==> config.mk <==
export PLATFORM = sky130hd
export DESIGN_NAME = sym_dn_rank_pp
export DESIGN_NICKNAME = d
export VERILOG_FILES = /design/src/rtl/sym_dn_pkg.sv /design/src/rtl/sym_dn_lut_page.sv /design/src/rtl/sym_dn_rank_pp.sv
export SDC_FILE = /design/constraint.sdc
export NUM_CORES = 1
export LEC_CHECK = 0
export ABC_CLOCK_PERIOD_IN_PS = 1900
export CORE_MARGIN = 1
export CORE_UTILIZATION = 50
export DETAILED_ROUTE_END_ITERATION = 8
export PLACE_DENSITY = 0.69
export SETUP_SLACK_MARGIN = 0.3
export SLEW_MARGIN = 25
export SYNTH_ARGS = -nofsm -noshare
export SYNTH_HDL_FRONTEND = slang
export SYNTH_SLANG_ARGS = --single-unit
export TNS_END_PERCENT = 30
==> constraint.sdc <==
create_clock -name write_clk -period 1.9 [get_ports write_clk]
set_input_delay 0.38 -clock write_clk [delete_from_list [all_inputs] [get_ports write_clk]]
set_output_delay 0.38 -clock write_clk [all_outputs]
set_load 0.02 [all_outputs]
==> src/rtl/sym_dn_pkg.sv <==
// rtl/sym_dn_pkg.sv - shared types and sizing helpers for the ping-pong decision-node LUT
//
// Purpose: load FSM state encoding and the page-depth helper.
// No ports.
package sym_dn_pkg;

  typedef enum logic [1:0] {
    ST_IDLE   = 2'd0,
    ST_LOAD   = 2'd1,
    ST_COMMIT = 2'd2
  } state_e;

  // Entries per page for a given page address width.
  function automatic int depth_of(input int addr_w);
    return 1 << addr_w;
  endfunction

endpackage

==> src/rtl/sym_dn_lut_page.sv <==
// rtl/sym_dn_lut_page.sv - one LUT page: single sync write port, RD_PORTS async read ports
//
// Ports:
//   clk    in   write clock
//   we     in   write enable
//   waddr  in   ADDR_W           write address
//   wdata  in   DATA_W           write data
//   raddr  in   RD_PORTS*ADDR_W  read addresses, port k = [k*ADDR_W +: ADDR_W]
//   rdata  out  RD_PORTS*DATA_W  combinational read data, port k = [k*DATA_W +: DATA_W]
module sym_dn_lut_page
  import sym_dn_pkg::*;
#(
  parameter int ADDR_W   = 5,
  parameter int DATA_W   = 1,
  parameter int RD_PORTS = 2
) (
  input  logic                         clk,
  input  logic                         we,
  input  logic [ADDR_W-1:0]            waddr,
  input  logic [DATA_W-1:0]            wdata,
  input  logic [RD_PORTS*ADDR_W-1:0]   raddr,
  output logic [RD_PORTS*DATA_W-1:0]   rdata
);

  localparam int DEPTH = depth_of(ADDR_W);

  // Contents are intentionally not reset; the top gates reads with lut_valid.
  logic [DATA_W-1:0] mem_q [DEPTH];

  always_ff @(posedge clk) begin
    if (we) begin
      mem_q[waddr] <= wdata;
    end
  end

  for (genvar k = 0; k < RD_PORTS; k++) begin : g_rd
    assign rdata[k*DATA_W +: DATA_W] = mem_q[raddr[k*ADDR_W +: ADDR_W]];
  end

endmodule

==> src/rtl/sym_dn_rank_pp.sv <==
// rtl/sym_dn_rank_pp.sv - double-buffered decision-node symbol LUT with streamed shadow reload
//
// Ports:
//   write_clk    in   single clock for all logic
//   rst          in   synchronous active-high reset
//   rd_addr      in   RD_PORTS*ADDR_W  read addresses, port k = [k*ADDR_W +: ADDR_W]
//   lut_data     out  RD_PORTS*DATA_W  registered read data, port k = [k*DATA_W +: DATA_W]
//   load_start   in   begin reloading the shadow page
//   load_abort   in   discard the load in progress (no swap)
//   load_valid   in   load beat valid
//   load_data    in   DATA_W           load beat payload, entry N = beat N
//   load_ready   out  high in LOAD
//   load_done    out  one-cycle pulse the cycle after COMMIT
//   busy         out  high in LOAD or COMMIT
//   active_page  out  page currently served to the readers
//   lut_valid    out  set by the first completed commit
module sym_dn_rank_pp
  import sym_dn_pkg::*;
#(
  parameter int ADDR_W   = 5,
  parameter int DATA_W   = 1,
  parameter int RD_PORTS = 2
) (
  input  logic                         write_clk,
  input  logic                         rst,
  input  logic [RD_PORTS*ADDR_W-1:0]   rd_addr,
  output logic [RD_PORTS*DATA_W-1:0]   lut_data,
  input  logic                         load_start,
  input  logic                         load_abort,
  input  logic                         load_valid,
  input  logic [DATA_W-1:0]            load_data,
  output logic                         load_ready,
  output logic                         load_done,
  output logic                         busy,
  output logic                         active_page,
  output logic                         lut_valid
);

  localparam int DEPTH = depth_of(ADDR_W);
  localparam logic [ADDR_W-1:0] LAST_ADDR = ADDR_W'(DEPTH - 1);

  state_e                       state_q, state_d;
  logic                         active_page_q, active_page_d;
  logic                         lut_valid_q, lut_valid_d;
  logic [ADDR_W-1:0]            wr_cnt_q, wr_cnt_d;
  logic                         load_done_q, load_done_d;
  logic [RD_PORTS*DATA_W-1:0]   lut_data_q, lut_data_d;

  logic                         beat_ok;
  logic [1:0]                   page_we;
  logic [RD_PORTS*DATA_W-1:0]   page0_rdata, page1_rdata;

  // Load FSM. Abort wins over both beat acceptance and the swap.
  always_comb begin
    state_d       = state_q;
    active_page_d = active_page_q;
    lut_valid_d   = lut_valid_q;
    wr_cnt_d      = wr_cnt_q;
    load_done_d   = 1'b0;
    beat_ok       = 1'b0;
    case (state_q)
      ST_IDLE: begin
        if (load_start) begin
          state_d  = ST_LOAD;
          wr_cnt_d = '0;
        end
      end
      ST_LOAD: begin
        if (load_abort) begin
          state_d = ST_IDLE;
        end else if (load_valid) begin
          beat_ok  = 1'b1;
          wr_cnt_d = wr_cnt_q + 1'b1;
          if (wr_cnt_q == LAST_ADDR) begin
            state_d = ST_COMMIT;
          end
        end
      end
      ST_COMMIT: begin
        state_d = ST_IDLE;
        if (!load_abort) begin
          active_page_d = ~active_page_q;
          lut_valid_d   = 1'b1;
          load_done_d   = 1'b1;
        end
      end
      default: begin
        state_d = ST_IDLE;
      end
    endcase
  end

  // Only the shadow page (the one not being served) is ever written.
  assign page_we[0] = beat_ok &  active_page_q;
  assign page_we[1] = beat_ok & ~active_page_q;

  sym_dn_lut_page #(
    .ADDR_W   (ADDR_W),
    .DATA_W   (DATA_W),
    .RD_PORTS (RD_PORTS)
  ) u_page0 (
    .clk   (write_clk),
    .we    (page_we[0]),
    .waddr (wr_cnt_q),
    .wdata (load_data),
    .raddr (rd_addr),
    .rdata (page0_rdata)
  );

  sym_dn_lut_page #(
    .ADDR_W   (ADDR_W),
    .DATA_W   (DATA_W),
    .RD_PORTS (RD_PORTS)
  ) u_page1 (
    .clk   (write_clk),
    .we    (page_we[1]),
    .waddr (wr_cnt_q),
    .wdata (load_data),
    .raddr (rd_addr),
    .rdata (page1_rdata)
  );

  // Reads use the pre-edge active page, so a read in the COMMIT cycle still sees old data.
  always_comb begin
    lut_data_d = '0;
    if (lut_valid_q) begin
      lut_data_d = active_page_q ? page1_rdata : page0_rdata;
    end
  end

  always_ff @(posedge write_clk) begin
    if (rst) begin
      state_q       <= ST_IDLE;
      active_page_q <= 1'b0;
      lut_valid_q   <= 1'b0;
      wr_cnt_q      <= '0;
      load_done_q   <= 1'b0;
      lut_data_q    <= '0;
    end else begin
      state_q       <= state_d;
      active_page_q <= active_page_d;
      lut_valid_q   <= lut_valid_d;
      wr_cnt_q      <= wr_cnt_d;
      load_done_q   <= load_done_d;
      lut_data_q    <= lut_data_d;
    end
  end

  assign lut_data    = lut_data_q;
  assign load_ready  = (state_q == ST_LOAD);
  assign busy        = (state_q == ST_LOAD) || (state_q == ST_COMMIT);
  assign load_done   = load_done_q;
  assign active_page = active_page_q;
  assign lut_valid   = lut_valid_q;

endmodule
# Yosys cells after proc, flatten, opt, wreduce, memory -nomap -nowiden

Memory sizes are Yosys's and may differ from the RTL's.
Cells that the tools add are included.

Register bits after elaboration: 12
RAM bits: 64
Bits of input ports: 16
Output and inout port bits: 7
Word-level logic and storage cells: 49
Memories kept: 2

Add/subtract/negate cells: 1
Equal/unequal tests: 8
Multiplexer cells: 18
Bitwise logic cells: 6
Reductions and logical operators: 8

Memory list:

| name          | depth | width | read ports | clocked after Yosys merged registers in | wr ports | line                  | source |
|---|---|---|---|---|---|---|---|
| u_page0.mem_q | 32    | 1     | 2          | 0                                       | 1        | sym_dn_lut_page.sv:28 | `logic [DATA_W-1:0] mem_q [DEPTH];` |
| u_page1.mem_q | 32    | 1     | 2          | 0                                       | 1        | sym_dn_lut_page.sv:28 |  |

Operator list:

| kind                                                             | count |
|---|---|
| 5-bit two-way mux                                                | 3 |
| 2-bit two-way mux                                                | 5 |
| 5-bit case mux with 2 select lines                               | 1 |
| 1-bit two-way mux                                                | 8 |
| 2-bit != test (second input constant)                            | 3 |
| 5-bit by 1-bit adder with 5-bit output (second input constant)   | 1 |
| 5-bit == test (second input constant)                            | 1 |
| 1-bit NOT                                                        | 4 |
| 2-bit case mux with 2 select lines                               | 1 |
| 4-bit AND reduction                                              | 1 |
| 2-bit OR reduction                                               | 2 |
| 3-bit by 2-bit != test with 1-bit output (second input constant) | 1 |
| 3-bit != test (second input constant)                            | 1 |
| 3-bit AND reduction                                              | 1 |
| 1-bit bitwise AND                                                | 2 |
| 2-bit by 1-bit == test with 1-bit output (second input constant) | 1 |
| 2-bit == test (second input constant)                            | 1 |
| 2-bit zero test                                                  | 1 |
| 2-bit AND reduction                                              | 1 |
| 2-bit nonzero test                                               | 1 |
| 1-bit logical OR                                                 | 1 |

# Longest topological paths before layout

Gate-level depths: netlist (run 1).

Depth after elaboration: 6
Mapped depth: 8
Mapped depth without buffers: 7

# Hierarchy

From an unflattened synthesis (run 1), not the netlist that was laid out.

Cells, all modules: 384
Area, all modules: 4259.1 um^2

By module, submodules not included:

| module          | times used | cells each | area each (um^2) | seq. area each (um^2) |
|---|---|---|---|---|
| sym_dn_lut_page | 2          | 160        | 1823.0           | 960.9 |
| sym_dn_rank_pp  | 1          | 64         | 613.1            | 240.2 |

# Least setup slack after synthesis (run 1)

Ideal clock, no wire load.

Kind: register to register
From: reg state_q[1]
To: mem u_page0.mem_q[22], enable pin
Library setup time: 302 ps
Arrival: 1611 ps
Data required time: 1598 ps
Slack: -13 ps
Cell stages (with the launch flop): 8
Buffers on the path: 1
Clock period less this slack: 1913 ps
Path through: dfxtp_1 > inv_1 > ha_1 > nor2b_1 > and3_1 > clkbuf_1 > nand2_1 > nor2_1

Cells in the longest elaborated chain, start to end: 5

Ends and longest elaborated chain:

| element                                  | line                  | source |
|---|---|---|
| start: declaration                       | sym_dn_rank_pp.sv:42  | `state_e state_q, state_d;` |
| start signal: assignment                 | sym_dn_rank_pp.sv:140 | `state_q <= state_d;` |
| 2-bit by 1-bit == test with 1-bit output | n/a                   |  |
| via load_ready                           | sym_dn_rank_pp.sv:32  | `output logic load_ready,` |
| 1-bit two-way mux                        | sym_dn_rank_pp.sv:61  | `case (state_q)` |
| 1-bit bitwise AND                        | sym_dn_rank_pp.sv:94  | `assign page_we[0] = beat_ok & active_page_q;` |
| 1-bit two-way mux                        | sym_dn_lut_page.sv:31 | `if (we) begin` |
| 1-bit two-way mux (not written as such)  | sym_dn_lut_page.sv:32 | `mem_q[waddr] <= wdata;` |
| end: declaration                         | sym_dn_lut_page.sv:28 |  |

The timed path passes the listed nets, and every way through them passes these cells.

==> out/qor.yml, run 1 <==
cts_max_level: 3
grt-ovfl-total: 0
layout-drive-gt1-share_pct: 38.0
yosys_warnings: 0
grt_antenna_before_repair: 0
drv_cap: 0
avgRoutedWirePerCell_um: 19.4
area.growth.synth_to_final_pct: 29.5
critical_path.max_stage_delay_ps: 500
holdBufCountCts: 0
clk_pin_slew_ps: 80
clockBufferDepth: 2
worst_pin_slew_ps: 550
io_pins: 23
hold_class: "in -> reg"
rsz0062_at_grt: "true"
drc: 0
startpoint_type: "flip-flop"
grt_start_max_net_pins: 65
skew_ps: 9.38
vias_per_cell: 5.94
dieHeight_um: 91.8
setup_tns_ps: 0
dieArea_um2: 8420
syn-num-nets: 321
num_vias: 2751
min_path_cells: 3
cts_made_buffers: 9
clock.fmax_mhz: 566
cp_num_cells: 4
synth_seq_area_share_pct: 53.7
slew_viol_final: 0
path_cells: "mux4_2 -> mux4_2 -> nor2b_2 -> o32ai_2"
core_um2: 7770
grt_pass1_wl_um: 14000
placedCellCount: 435
std_cell_rows: 32
place_hpwl_um: 6110
placement.io_buffers: 22
relSlewSlack_pct: 63.3
synth_area_um2: 4030
synth_area_per_cell_um2: 13.6
grtUsageTotal_pct: 22.6
fin_cells: 463
cts_root_buf: "clkbuf_8"
ant_nets: 0
clkSinkCount: 76
pre_cts_ws_ps: -529
diodes: 0
start_util_pct: 51.9
power_density_nw_per_um2: 716
crit_path_end_kind: "flip-flop"
period_minus_slack_ps: 1770
cp_slowest_cell: "mux4_2"
synth_cell_types: 37
insertion_delay_ps: 340
syn_inst: 297
drt_iter0_markers: 247
finalHoldWorstSlack_ps: 485
num-nets-final: 380
status: "completed"
cp.arrival_ps: 1990
reg2regPathDepth: 4
vdd_drop_max_uv: 431
firstDrtPassIters: 5
cts_tree: "done"
synth-seq-cells: 76
gp_congestion: 0.816
grt_pass1_vias: 2669
cp_max_fo: 2
timing.critical_path.buf_inv: 0
path_class: "reg -> reg"
chipWidth_um: 91.8
hold_viol_final: 0
power_leakage_nw: 1.80
final_area_um2: 5220
crit_family: "multiplexers"
crit_top_cell: "mux4_2"
routed_wl_um: 8990
cp.required_ps: 2130
timing.final.crit_share_pct: 92.9
finalSetupViolations: 0
layout_setup_ws_ps: 134
postPlaceCellArea_um2: 4600
[metal layers]
| layer | routed length (um) | track usage, % |
|---|---|---|
| met4 | 125 | 9.24 |
| met1 | 3810 | 31.1 |
| met3 | 666 | 4.73 |
| met5 | 0 | 0 |
| met2 | 4390 | 35.2 |
[cell type report]
type                       count  area, um^2
clock buffer                  11         141
inverter                       5        21.3
clock inverter                 5         108
multi-input combinational    199        1940
timing repair buffer          65         711
fill                         544        2550
sequential                    76        2170
tap                          102         128
[report_power, final]
part	leakage, nW	internal (mW)	total, mW	switching, mW
logic	1.00	0.232	0.403	0.172
registers	0.674	1.80	1.81	0.00476
clock network	0.125	0.919	1.52	0.604
[state kept, by name, summed over array words and instances, names as in the netlist]
signal         count
active_page        1
load_done          1
lut_data           2
lut_valid          1
state_q            2
u_page0.mem_q     32
u_page1.mem_q     32
wr_cnt_q           5
[stage by stage]
step / util (%) / total power [mW]
6_report: 67.2 / 3.74
5_1_grt: 67.2 / 3.85
4_1_cts: 64.0 / 3.73
3_5_place_dp: 59.2 / 2.19
3_3_place_gp: 59.2 / 2.19
2_1_floorplan: - / 2.05
[cells by family (layout without fill, tap and decap cells)]
logic type,Yosys count,count (layout),share of synthesized area [%]
flip-flops,76,76,53.7
XOR/XNOR,3,3,0.652
buffers and inverters,22,86,3.35
AO/OA/AOI/OAI,18,18,2.98
multiplexers,44,44,22.7
AND/OR/NAND/NOR,126,126,14.2
adder cells (fa/ha/maj),8,8,2.48
[tightest hold or removal path, cell delays in order]
cell and delay [ps]:
dlymetal6s2s_1 160, nor2b_1 110, nor2b_1 130
[repair_timing]
action	4_1_cts	5_1_grt
gates cloned	2	0
pin swaps	6	20
resized for setup	32	62
buffers inserted	6	4
setup endpoints to repair	65	61
[path summary, 6_finish.rpt]
check	to	slack, ps	from
max	lut_data[0]	130	u_page1.mem_q[31]
min	load_done	480	load_abort
max reg2reg	lut_data[0]	130	u_page1.mem_q[31]
min reg2reg	lut_valid	540	lut_valid
[cell usage in the layout, fill, tap and decap left out, types with 3 or more instances in the layout]
cell type / n
edfxtp_1: 64
nor2_1: 51
mux4_2: 30
buf_4: 29
nor2_4: 15
nand2_1: 12
clkdlybuf4s50_1: 12
clkbuf_8: 10
dfxtp_1: 9
buf_12: 9
nand3b_1: 7
nor2b_1: 7
nand3_1: 6
mux2i_1: 6
ha_1: 6
dlygate4sd2_1: 6
a21oi_1: 5
nand2_4: 4
nand2_2: 4
nand2b_1: 4
mux4_1: 4
inv_1: 3
and3_1: 3
a211oi_1: 3
bufinv_16: 3
[cells in the mapped netlist (all sizes together)]
master / count / area, um^2
nor2b: 9 / 56.3
mux2i: 7 / 70.1
or2: 1 / 6.26
nor3: 2 / 10.0
nand2: 20 / 75.1
a211oi: 3 / 22.5
dfxtp: 12 / 240
o21ai: 1 / 5.00
xnor2: 1 / 8.76
or2b: 1 / 7.51
a2111oi: 1 / 8.76
mux4: 34 / 811
nand4: 1 / 6.26
xor2: 2 / 17.5
ha: 8 / 100
or3b: 1 / 8.76
or3: 2 / 12.5
mux2: 3 / 33.8
nand3: 6 / 30.0
a31oi: 1 / 6.26
nand2b: 4 / 25.0
o32ai: 1 / 8.76
a21oi: 5 / 25.0
a22oi: 1 / 7.51
buf: 5 / 31.3
o22ai: 3 / 18.8
nor2: 68 / 255
edfxtp: 64 / 1920
o21ba: 1 / 10.0
a21boi: 1 / 7.51
nand3b: 7 / 52.6
inv: 5 / 18.8
and3: 4 / 25.0
clkbuf: 12 / 85.1
No activity file was read; power rests on OpenSTA's default activity.
==> inputs of run 2 (changes only) <==
--- a/config.mk
+++ b/config.mk
@@ -9,6 +9,7 @@
 export CORE_MARGIN = 1
 export CORE_UTILIZATION = 50
 export DETAILED_ROUTE_END_ITERATION = 8
+export HOLD_SLACK_MARGIN = 0.05
 export PLACE_DENSITY = 0.69
 export SETUP_SLACK_MARGIN = 0.3
 export SLEW_MARGIN = 25
==> results of run 2 <==
Final layout, timing and power as in run 1 (identical DEF).
==> inputs of run 3 (changes only) <==
--- a/config.mk
+++ b/config.mk
@@ -5,7 +5,7 @@
 export SDC_FILE = /design/constraint.sdc
 export NUM_CORES = 1
 export LEC_CHECK = 0
-export ABC_CLOCK_PERIOD_IN_PS = 1900
+export ABC_CLOCK_PERIOD_IN_PS = 1800
 export CORE_MARGIN = 1
 export CORE_UTILIZATION = 50
 export DETAILED_ROUTE_END_ITERATION = 8
==> constraint.sdc (replaced) <==
create_clock -name write_clk -period 1.8 [get_ports write_clk]
set_input_delay 0.36 -clock write_clk [delete_from_list [all_inputs] [get_ports write_clk]]
set_output_delay 0.36 -clock write_clk [all_outputs]
set_load 0.02 [all_outputs]
==> out/qor.yml, run 3 (synthesis results as in run 1) <==
vdd_drop_max_uv: 388  # was 431 uV
holdBufCountCts: 0  # unchanged
crit_path_start: "u_page1.mem_q[11]"  # was u_page1.mem_q[31]
grt_antenna_before_repair: 0  # unchanged
routed_wl_um: 10400  # was 8990 um
skew_ps: 4.14  # was 9.38 ps
cp.arrival_ps: 2010  # was 1990 ps
drt_iter0_markers: 283  # was 247
postPlaceCellArea_um2: 4690  # was 4600 um^2
fillCellCount: 503  # was 544
grt-ovfl-total: 0  # unchanged
status: "completed"  # unchanged
rrSetupSlack_ps: 10  # was 130 ps
cp_slowest_cell: "mux4_2"  # unchanged
relSlewSlack_pct: 54.4  # was 63.3%
period_minus_slack_ps: 1790  # was 1770 ps
dieArea_um2: 8420  # unchanged
ant_nets: 0  # unchanged
clock.fmax_mhz: 560  # was 566 MHz
total_power_mw: 3.82  # was 3.74 mW
worst_pin_slew_ps: 683  # was 550 ps
cts_root_buf: "clkbuf_8"  # unchanged
cp_max_fo: 2  # unchanged
grtUsageTotal_pct: 25.6  # was 22.6%
rsz0062_at_grt: "true"  # unchanged
vias_per_cell: 5.96  # was 5.94
pre_cts_ws_ps: -599  # was -529 ps
chipWidth_um: 91.8  # unchanged
layout_commonest_cell: "edfxtp_1"  # unchanged
area.growth.synth_to_final_pct: 36.3  # was 29.5%
crit_path_end_kind: "flip-flop"  # unchanged
io_pins: 23  # unchanged
dieHeight_um: 91.8  # unchanged
reg.largest.list: "u_page0.mem_q (32), u_page1.mem_q (32), wr_cnt_q (5)"  # unchanged
num_vias: 2836  # was 2,751
insertion_delay_ps: 340  # about the same
crit_top_cell: "mux4_2"  # unchanged
layout_common_cells: "edfxtp_1, buf_4, mux4_2, nor2_1, nor2_4"  # was edfxtp_1, nor2_1, mux4_2, buf_4, nor2_4
path_cells: "mux4_2 -> mux4_2 -> nor2b_4 -> o32ai_2"  # was mux4_2 -> mux4_2 -> nor2b_2 -> o32ai_2
hold_class: "reg -> reg"  # was in -> reg
avgRoutedWirePerCell_um: 21.8  # was 19.4 um
grt.met3_usage_pct: 3.81  # was 4.73%
met1_usage_pct: 32.8  # was 31.1%
start_util_pct: 51.9  # unchanged
clockBufferDepth: 2  # unchanged
timing.final.crit_share_pct: 99.2  # was 92.9%
r2r_start: "u_page1.mem_q[11]"  # was u_page1.mem_q[31]
num-nets-final: 393  # was 380
final_area_um2: 5490  # was 5220 um^2
cts_tree: "done"  # unchanged
hold_viol_final: 0  # unchanged
power_leakage_nw: 1.92  # was 1.80 nW
cts_made_buffers: 9  # unchanged
firstDrtPassIters: 4  # was 5
cp.required_ps: 2030  # was 2130 ps
placement.io_buffers: 22  # unchanged
gp_congestion: 0.898  # was 0.816
drc: 0  # unchanged
grt_busiest_layer: "met2"  # unchanged
grt_pass1_wl_um: 15700  # was 14,000 um
clk_pin_slew_ps: 80  # about the same
critical_path.max_stage_delay_ps: 520  # was 500 ps
drv_cap: 0  # unchanged
path_class: "reg -> reg"  # unchanged
slew_viol_final: 0  # unchanged
finalSetupViolations: 0  # unchanged
std_cell_rows: 32  # unchanged
core_um2: 7770  # unchanged
layout-drive-gt1-share_pct: 49.7  # was 38.0%
place_hpwl_um: 6630  # was 6110 um
startpoint_type: "flip-flop"  # unchanged
reg2regPathDepth: 4  # unchanged
cts_max_level: 3  # unchanged
cp-endpoint: "lut_data[0]"  # unchanged
diodes: 0  # unchanged
power_density_nw_per_um2: 695  # was 716 nW/um^2
finalHoldWorstSlack_ps: 524  # was 485 ps
grt_start_max_net_pins: 65  # unchanged
clkSinkCount: 76  # unchanged
layout_setup_ws_ps: 13.6  # was 134 ps
grtUsageMet2_pct: 42.7  # was 35.2%
grt_pass1_vias: 2866  # was 2,669
reg2reg_to: "lut_data[0]"  # unchanged
run 3: cell types whose count changed in the layout (fill, tap and decap cells not counted), moves of 8 or more:
cell    change
buf_4       +8
nor2_4      +9
buf_6       +8
nor2_1     -26
nor2_2     +17
run 3: worst max-delay path: cells and delay by family (launching register included):
family           cells  cell delay, ps
flip-flops           1             410
AO/OA/AOI/OAI        1              80
AND/OR/NAND/NOR      1             140
multiplexers         2            1040
run 3: routing by layer:
| layer | vias up | wire [um] |
|---|---|---|
| met1 | 1434 | 3980 |
| met4 | 0 | 259 |
| li1 | 1263 | - |
| met3 | 19 | 640 |
| met2 | 120 | 5510 |
| met5 | - | 0 |
run 3: how the worst min path moves through the flow:
stage | to | cells past startpoint | start
global route | wr_cnt_q[1] | 2 | wr_cnt_q[1]
floorplan | wr_cnt_q[3] | 1 | load_start
global placement | wr_cnt_q[1] | 2 | wr_cnt_q[1]
detailed placement | wr_cnt_q[1] | 2 | wr_cnt_q[1]
finish | wr_cnt_q[1] | 2 | wr_cnt_q[1]
CTS | wr_cnt_q[1] | 2 | wr_cnt_q[1]
run 3: power by group:
group	leakage (nW)	switching (mW)	total [mW]	internal, mW
clock	0.105	0.631	1.45	0.815
combinational	1.14	0.197	0.457	0.261
sequential	0.676	0.00793	1.91	1.90
run 3: final cells by class:
type	count	area, um^2	share of cell area [%]
Clock buffer	10	138	2.51
Clock inverter	6	87.6	1.59
Inverter	5	21.3	0.387
Multi-Input combinational cell	199	2110	38.5
Sequential cell	76	2180	39.6
Tap cell	102	128	2.32
Timing Repair Buffer	78	826	15.0
run 3: per-stage QoR:
stage / setup TNS, ps / utilization, % / cells
floorplan: 0 / - / 297
global placement: -4920 / 60.4 / 442
CTS: 0 / 67.0 / 471
detailed placement: -6500 / 60.4 / 442
finish: 0 / 70.7 / 476
global route: -17.9 / 70.7 / 476
run 3: timing repair:
action	CTS	global route
setup endpoints to repair	79	78
gates cloned	3	0
pin swaps	15	20
setup buffers	10	5
gates resized for setup	62	75
